`src/rtl/typedefs_pkg.sv`:
```
// Shared type definitions for the Genius game blocks.
// Player states use a P_ prefix so they can coexist with other FSM enums here.
package typedefs_pkg;

    typedef enum logic [2:0] {
        P_IDLE,
        P_FETCH,
        P_WAIT_DATA,
        P_SHOW,
        P_GAP,
        P_FINISH
    } player_state_t;

endpackage

```
`src/rtl/sequence_player_if.sv`:
```
// Control, memory read and LED signals of the sequence player.
// master = game controller / memory side, slave = the player.
interface sequence_player_if #(
    parameter int DATA_WIDTH = 4,
    parameter int ADDR_WIDTH = 5
);
    logic                  start;
    logic                  abort;
    logic [ADDR_WIDTH-1:0] length;
    logic                  speed;
    logic [DATA_WIDTH-1:0] mem_data;
    logic                  mem_rd;
    logic [ADDR_WIDTH-1:0] mem_addr;
    logic [DATA_WIDTH-1:0] leds;
    logic                  busy;
    logic                  done;

    modport master (
        output start, abort, length, speed, mem_data,
        input  mem_rd, mem_addr, leds, busy, done
    );

    modport slave (
        input  start, abort, length, speed, mem_data,
        output mem_rd, mem_addr, leds, busy, done
    );
endinterface

```
`src/rtl/sequence_player_timer.sv`:
```
// Loadable down-counter; expire flags the last cycle of a loaded interval.
// The count parks at 0 once it has run out.
module cycle_timer #(
    parameter int CNT_WIDTH = 26
) (
    input  logic                 clk,
    input  logic                 rst_n,
    input  logic                 load,
    input  logic [CNT_WIDTH-1:0] load_val,
    output logic                 expire
);
    logic [CNT_WIDTH-1:0] cnt_q;

    always_ff @(posedge clk or negedge rst_n) begin
        if (!rst_n)
            cnt_q <= '0;
        else if (load)
            cnt_q <= load_val;
        else if (cnt_q != '0)
            cnt_q <= cnt_q - 1'b1;
    end

    assign expire = (cnt_q == CNT_WIDTH'(1)) && !load;
endmodule

```
`src/rtl/sequence_player.sv`:
```
// Timed playback of sequence items 0..length-1 onto the LEDs, one slot each:
// fetch, wait for data, on-time, gap; then a one-cycle done pulse.
module sequence_player
    import typedefs_pkg::*;
#(
    parameter int DATA_WIDTH     = 4,
    parameter int ADDR_WIDTH     = 5,
    parameter int CNT_WIDTH      = 26,
    parameter int ON_CYCLES_SLOW = 25_000_000,
    parameter int ON_CYCLES_FAST = 12_500_000,
    parameter int GAP_CYCLES     = 5_000_000
) (
    input  logic             clk,
    input  logic             rst_n,
    sequence_player_if.slave bus
);
    localparam logic [CNT_WIDTH-1:0] ON_SLOW = CNT_WIDTH'(ON_CYCLES_SLOW);
    localparam logic [CNT_WIDTH-1:0] ON_FAST = CNT_WIDTH'(ON_CYCLES_FAST);
    localparam logic [CNT_WIDTH-1:0] GAP_VAL = CNT_WIDTH'(GAP_CYCLES);
    localparam bit                   HAS_GAP = (GAP_CYCLES != 0);

    player_state_t         state_q;
    logic [ADDR_WIDTH-1:0] idx_q, len_q;
    logic                  spd_q;
    logic [DATA_WIDTH-1:0] item_q;

    logic                  on_load, on_expire, gap_load, gap_expire;
    logic [ADDR_WIDTH-1:0] idx_inc;

    // Separate on/gap timers: the gap load is triggered by the on-timer's
    // expire, which would otherwise feed back into its own load input.
    assign on_load  = (state_q == P_WAIT_DATA);
    assign gap_load = HAS_GAP && (state_q == P_SHOW) && on_expire;
    assign idx_inc  = idx_q + 1'b1;

    cycle_timer #(.CNT_WIDTH(CNT_WIDTH)) u_on_tmr (
        .clk     (clk),
        .rst_n   (rst_n),
        .load    (on_load),
        .load_val(spd_q ? ON_FAST : ON_SLOW),
        .expire  (on_expire)
    );

    cycle_timer #(.CNT_WIDTH(CNT_WIDTH)) u_gap_tmr (
        .clk     (clk),
        .rst_n   (rst_n),
        .load    (gap_load),
        .load_val(GAP_VAL),
        .expire  (gap_expire)
    );

    always_ff @(posedge clk or negedge rst_n) begin
        if (!rst_n) begin
            state_q <= P_IDLE;
            idx_q   <= '0;
            len_q   <= '0;
            spd_q   <= 1'b0;
            item_q  <= '0;
        end else if (state_q != P_IDLE && bus.abort) begin
            state_q <= P_IDLE;
        end else begin
            case (state_q)
                P_IDLE: if (bus.start && !bus.abort) begin
                    len_q   <= bus.length;
                    spd_q   <= bus.speed;
                    idx_q   <= '0;
                    state_q <= (bus.length == '0) ? P_FINISH : P_FETCH;
                end
                P_FETCH:     state_q <= P_WAIT_DATA;
                P_WAIT_DATA: begin
                    item_q  <= bus.mem_data;
                    state_q <= P_SHOW;
                end
                P_SHOW: if (on_expire) begin
                    if (HAS_GAP) begin
                        state_q <= P_GAP;
                    end else begin
                        idx_q   <= idx_inc;
                        state_q <= (idx_inc == len_q) ? P_FINISH : P_FETCH;
                    end
                end
                P_GAP: if (gap_expire) begin
                    idx_q   <= idx_inc;
                    state_q <= (idx_inc == len_q) ? P_FINISH : P_FETCH;
                end
                P_FINISH: state_q <= P_IDLE;
                default:  state_q <= P_IDLE;
            endcase
        end
    end

    assign bus.busy     = (state_q != P_IDLE);
    assign bus.done     = (state_q == P_FINISH);
    assign bus.mem_rd   = (state_q == P_FETCH);
    assign bus.mem_addr = idx_q;
    assign bus.leds     = (state_q == P_SHOW) ? item_q : '0;
endmodule

```
`src/flat_wrapper.sv`:
```
// flat-port wrapper written by rule: the top's interface ports become plain ports
module sequence_player_flat import typedefs_pkg::*;
#(
    parameter int DATA_WIDTH     = 4,
    parameter int ADDR_WIDTH     = 5,
    parameter int CNT_WIDTH      = 26,
    parameter int ON_CYCLES_SLOW = 25_000_000,
    parameter int ON_CYCLES_FAST = 12_500_000,
    parameter int GAP_CYCLES     = 5_000_000
)
  (clk, rst_n, bus_start, bus_abort, bus_length, bus_speed, bus_mem_data, bus_mem_rd, bus_mem_addr, bus_leds, bus_busy, bus_done);
  sequence_player_if #(.DATA_WIDTH(DATA_WIDTH), .ADDR_WIDTH(ADDR_WIDTH)) bus_i ();
  input  logic clk;
  input  logic rst_n;
  input wire logic [$bits(bus_i.start)-1:0] bus_start;
  input wire logic [$bits(bus_i.abort)-1:0] bus_abort;
  input wire logic [$bits(bus_i.length)-1:0] bus_length;
  input wire logic [$bits(bus_i.speed)-1:0] bus_speed;
  input wire logic [$bits(bus_i.mem_data)-1:0] bus_mem_data;
  output wire logic [$bits(bus_i.mem_rd)-1:0] bus_mem_rd;
  output wire logic [$bits(bus_i.mem_addr)-1:0] bus_mem_addr;
  output wire logic [$bits(bus_i.leds)-1:0] bus_leds;
  output wire logic [$bits(bus_i.busy)-1:0] bus_busy;
  output wire logic [$bits(bus_i.done)-1:0] bus_done;
  assign bus_i.start = bus_start;
  assign bus_i.abort = bus_abort;
  assign bus_i.length = bus_length;
  assign bus_i.speed = bus_speed;
  assign bus_i.mem_data = bus_mem_data;
  assign bus_mem_rd = bus_i.mem_rd;
  assign bus_mem_addr = bus_i.mem_addr;
  assign bus_leds = bus_i.leds;
  assign bus_busy = bus_i.busy;
  assign bus_done = bus_i.done;
  sequence_player #(.DATA_WIDTH(DATA_WIDTH), .ADDR_WIDTH(ADDR_WIDTH), .CNT_WIDTH(CNT_WIDTH), .ON_CYCLES_SLOW(ON_CYCLES_SLOW), .ON_CYCLES_FAST(ON_CYCLES_FAST), .GAP_CYCLES(GAP_CYCLES)) u_core (.clk(clk), .rst_n(rst_n), .bus(bus_i));
endmodule
```
`config.mk`:
```
export PLATFORM = sky130hd
export DESIGN_NAME = sequence_player_flat
export DESIGN_NICKNAME = d
export VERILOG_FILES = /design/src/rtl/typedefs_pkg.sv /design/src/rtl/sequence_player_if.sv /design/src/rtl/sequence_player_timer.sv /design/src/rtl/sequence_player.sv /design/src/flat_wrapper.sv
export SDC_FILE = /design/constraint.sdc
export NUM_CORES = 1
export LEC_CHECK = 0
export CAP_MARGIN = 20
export CORE_MARGIN = 1
export CORE_UTILIZATION = 59
export DETAILED_ROUTE_END_ITERATION = 8
export GPL_ROUTABILITY_DRIVEN = 0
export HOLD_SLACK_MARGIN = 0.08
export PLACE_DENSITY = 0.8
export SLEW_MARGIN = 10
export SYNTH_ARGS = -nofsm -noshare
export SYNTH_HDL_FRONTEND = slang
export SYNTH_SLANG_ARGS = --single-unit
```
`constraint.sdc`:
```
create_clock -name clk -period 2.79 [get_ports clk]
set_input_delay 0.558 -clock clk [delete_from_list [all_inputs] [get_ports clk]]
set_output_delay 0.558 -clock clk [all_outputs]
set_load 0.05 [all_outputs]
```
== Word-level counts from Yosys, hierarchy flattened ==
Cells that the tools add are included.

* Equality and inequality tests: 13
* Reduce and logical (&&, ||, !) cells: 20
* Add/sub/neg operators: 3
* Mux-type cells: 16
* Bitwise operators: 1

{| class="wikitable"
|+ Operators by type and width
! cell !! count
|-
| 26-bit two-way mux || 4
|-
| 26-bit by 1-bit equality test with 1-bit output, second input constant || 2
|-
| 26-bit nonzero test || 2
|-
| 26-bit by 1-bit subtractor with 26-bit output, second input constant || 2
|-
| 25-bit two-way mux || 1
|-
| 3-bit two-way mux || 6
|-
| 3-bit one-hot mux with 5 select lines || 1
|-
| 5-bit two-way mux || 2
|-
| 5-bit one-hot mux with 2 select lines || 1
|-
| 3-bit by 2-bit equality test with 1-bit output, second input constant || 2
|-
| 3-bit equality test, second input constant || 2
|-
| 3-bit by 1-bit != test with 1-bit output, second input constant || 2
|-
| 3-bit AND reduction || 2
|-
| 2-bit nonzero test || 3
|-
| 5-bit by 1-bit adder with 5-bit output, second input constant || 1
|-
| 5-bit equality test || 1
|-
| 1-bit logical AND || 5
|-
| 5-bit logical NOT || 1
|-
| 4-bit two-way mux || 1
|-
| 2-bit by 1-bit != test with 1-bit output, second input constant || 2
|-
| 4-bit AND reduction || 1
|-
| 3-bit by 1-bit equality test with 1-bit output, second input constant || 1
|-
| 1-bit logical NOT || 3
|-
| 3-bit logical NOT || 1
|-
| 4 further kinds || 4
|}

* Output and inout bits: 12
* Register bits: 70

== Longest topological paths before layout ==
* Depth after elaboration: 9
* Depth in mapped cells: 8

== Cells and area by module ==
Synthesis repeated with hierarchy kept, for this count alone.

* Cell total of the unflattened synthesis: 481
* Area, all modules: 4713.3 sq um

{| class="wikitable"
|+ By module, submodules not included
! module !! area each (sq um) !! cells an instance !! instances
|-
| cycle_timer || 1839.3 || 188 || 2
|-
| sequence_player || 1034.7 || 105 || 1
|}

== Worst setup path before layout ==
OpenSTA, ideal clock, no wires.

* Path kind: register to output
* Start point: register u_core.state_q[0]
* End point: output port bus_mem_rd
* Arrival: 1784 ps
* Buffers on the path: 1
* Stages on the path, launching flop included: 3
* Slack: 448 ps
* Cell sequence: dfrtp_1 > clkbuf_1 > nor3b_1

* Cells in the longest elaborated chain, start to end: 1

{| class="wikitable"
|+ Ends and longest elaborated chain
! element !! line !! text
|-
| start: declaration || sequence_player.sv:22 || <nowiki>player_state_t state_q;</nowiki>
|-
| start signal: assignment || sequence_player.sv:67 || <nowiki>state_q <= (bus.length == '0) ? P_FINISH : P_FETCH;</nowiki>
|-
| start signal: assignment || sequence_player.sv:79 || <nowiki>state_q <= (idx_inc == len_q) ? P_FINISH : P_FETCH;</nowiki>
|-
| start signal: assignment || sequence_player.sv:84 || <nowiki>state_q <= (idx_inc == len_q) ? P_FINISH : P_FETCH;</nowiki>
|-
| 3-bit by 1-bit equality test with 1-bit output || sequence_player.sv:94 || <nowiki>assign bus.mem_rd = (state_q == P_FETCH);</nowiki>
|-
| end: declaration || flat_wrapper.sv:20 || <nowiki>output wire logic [$bits(bus_i.mem_rd)-1:0] bus_mem_rd;</nowiki>
|}

Every way passes these cells.

== Final worst setup path ==
* Start point: register u_core.state_q[2]
* End point: output port bus_busy

* Cells in the longest elaborated chain, start to end: 1

{| class="wikitable"
|+ Ends and longest elaborated chain
! element !! line !! text
|-
| 3-bit nonzero test || sequence_player.sv:92 || <nowiki>assign bus.busy = (state_q != P_IDLE);</nowiki>
|-
| end: declaration || flat_wrapper.sv:23 || <nowiki>output wire logic [$bits(bus_i.busy)-1:0] bus_busy;</nowiki>
|}

Every way passes these cells.

==> metrics.yaml <==
synth:
  ys_ff_latch: 70
  seq_area_frac_synth: 0.437
  syn_area_um2: 4010
  ys_async_sr_fraction: 1.00
  yosys_warnings: 0
  synth_area_per_cell_um2: 9.42
  synth.net_count: 447
  synthCells: 426
  synthFlopType: "dfrtp_1"
  synth_enable_flop_cells: 0
  yosysUniqueCellTypes: 55
pwr:
  irDropWorstVdd_uv: 522
  p_leak_nw: 2.06
  total_power_mw: 3.40
  power_density_nw_per_um2: 737
critical_path:
  critPathArrivalTime_ns: 2.02
  reg2reg_depth: 5
  crit_path_end: "bus_busy"
  worstSetupStartpointType: "register"
  setup.worst_path.class: "reg2out"
  cp.required_ns: 2.23
  slowest_stage: "clkdlybuf4s50_1"
  reg2reg_to: "u_core.u_gap_tmr.cnt_q[25]"
  rr_startpoint: "u_core.u_gap_tmr.cnt_q[9]"
  endpoint_kind: "output port"
  cp_cell_sequence: "nor3_1, inv_1, clkdlybuf4s50_1"
  crit_fanout: 15
  critPathMaxStageDelay_ns: 0.70
  reg2reg_slack_ns: 0.40
  crit_path_start: "u_core.state_q[2]"
finish:
  final_nets: 479
  fin_util: 0.714
  syn_to_final_growth_pct: 15.0
  diodes: 0
  fin_cells: 540
  finalInstanceArea_um2: 4610
  drive_gt1_frac: 0.127
clock_tree:
  clkSlewWorstSetupHoldPaths_ns: 0.08
  cts_setup_buffers: 0
  clock_latency_ns: 0.35
  cts_tree: "yes"
  clock_path_buffers: 2
  cts.sinks: 70
  ctsRootBufferMaster: "clkbuf_8"
  cts_buffers: 9
  cts_htree_levels: 3
timing:
  rsz0062_at_grt: "false"
  worst_slew_pin_slew_ns: 0.887
  maxClockFrequency_mhz: 388
  finClkSkew_ns: 0.00959
  maxSlewHeadroom: 0.409
  finalHoldViolations: 0
  period_share: 0.924
  worst_slack_ns: 0.211
  slew_viol_final: 0
  finalSetupViolCount: 0
  period_needed_ns: 2.58
  holdWs_ns: 0.400
  finalSetupTns_ns: 0
die:
  rows: 29
  start_util: 0.621
  ios: 26
  core_um2: 6460
  chipWidth_um: 84.5
  dieArea_um2: 7130
  die_h_um: 84.5
place:
  pre_cts_ws_ns: 0.419
  dpl.hpwl_um: 6200
  port_buffers: 25
  dp.cells: 524
  placed_area_um2: 4380
detailed_routing:
  first_iter_violations: 219
  vias: 3412
  viasPerCell: 6.32
  wl_per_cell_um: 16.6
  antenna_left: 0
  wirelength_um: 8990
  post-route-drc-count: 0
  drt_pass1_iterations: 5
status:
  outcome: "complete, no violations"
job:
  max_cap_viol_count: 0
worst_hold_path:
  min_path_type: "in2async"
grt:
  grt_pass1_vias: 3372
  grt_max_degree: 71
  grt_pass1_wl_um: 15900
  antenna_found_initial: 0
  gr-usage-all-layers: 0.277
  overflow: 0
-- synthesized netlist by cell type (9+ instances only) --
library cell,count,area [um2]
nand2_1,30,113
o31ai_1,9,67.6
or3_1,10,62.6
nor3_1,17,85.1
xor2_1,16,140
xnor2_1,12,105
nand4_1,12,75.1
a21oi_1,18,90.1
nand3_1,13,65.1
o21ai_0,19,95.1
and2_1,11,68.8
dfrtp_1,70,1750
nor4_1,13,81.3
nor2_1,40,150
clkbuf_1,13,48.8
mux2_2,11,124
-- kinds of logic after synthesis --
family          synth area share
buf+inv                   0.0271
fa+ha+maj                 0.0218
xor+xnor                  0.0611
simple gates               0.287
compound gates             0.126
mux                       0.0409
flops                      0.437
-- routing by layer --
layer	part of all wire	vias to the layer above	wire, um	global-route usage
li1	-	1641	-	-
met2	0.49	84	4440	0.449
met5	0	-	0	0
met4	0.020	0	181	0.122
met1	0.45	1667	4090	0.374
met3	0.031	20	278	0.0433
-- sequential cells by signal, summed over array words and instances, names as in the netlist --
name,cells
u_core.bus.mem_addr,5
u_core.item_q,4
u_core.len_q,5
u_core.spd_q,1
u_core.state_q,3
u_core.u_gap_tmr.cnt_q,26
u_core.u_on_tmr.cnt_q,26
-- report_power, final --
group	total (mW)	internal, mW	switching (mW)
Combinational	0.981	0.445	0.535
Sequential	1.49	1.24	0.253
Clock	0.924	0.525	0.400
-- cell type report --
class | instances | area [um2]
inverters | 6 | 22.5
repair buffers | 40 | 368
clock buffers | 10 | 138
multi-input cells | 331 | 2150
fillers | 487 | 1850
flip-flops and latches | 70 | 1750
well taps | 77 | 96.3
clock inverters | 6 | 85.1
-- critical path, delay by kind of cell (launching register included) --
kind	cells	cell delay, ns
buf+inv	2	0.78
flops	1	0.52
simple gates	1	0.37
-- worst min-delay path by stage --
stage / slack (ns) / cells after the start / endpoint
finish: 0.40 / 2 / u_core.u_gap_tmr.cnt_q[14]
global route: 0.51 / 2 / u_core.u_gap_tmr.cnt_q[21]
CTS: 0.45 / 2 / u_core.u_gap_tmr.cnt_q[22]
detailed placement: 0.50 / 1 / u_core.item_q[0]
global placement: 0.49 / 1 / u_core.item_q[0]
floorplan: 0.26 / 0 / u_core.bus.mem_addr[0]
-- placed cells by master, fill, tap and decap left out, types with 4 or more instances in the layout --
cell type	Yosys	layout
dfrtp_1	70	70
nor2_1	40	40
nand2_1	30	30
clkdlybuf4s50_1	0	20
o21ai_0	19	19
a21oi_1	18	18
nor3_1	17	17
xor2_1	16	16
buf_4	1	15
nor4_1	13	13
nand3_1	13	13
nand4_1	12	12
xnor2_1	12	12
and2_1	11	11
mux2_2	11	11
or3_1	10	10
clkbuf_8	0	10
o31ai_1	9	9
o211ai_1	7	7
ha_1	7	7
inv_1	6	6
a31oi_1	6	6
nand3b_1	5	5
or4_1	5	5
nand2b_1	5	5
nor2b_1	5	5
o31a_1	4	4
nor4b_1	4	4
and4_1	4	4
mux2i_1	4	4
dlymetal6s2s_1	0	4
-- what timing repair did --
action | CTS | global route
hold buffers | 0 | 0
gates resized for setup | 0 | 4
endpoints found under the setup margin | 0 | 4
(Power assumes the default switching activity.)
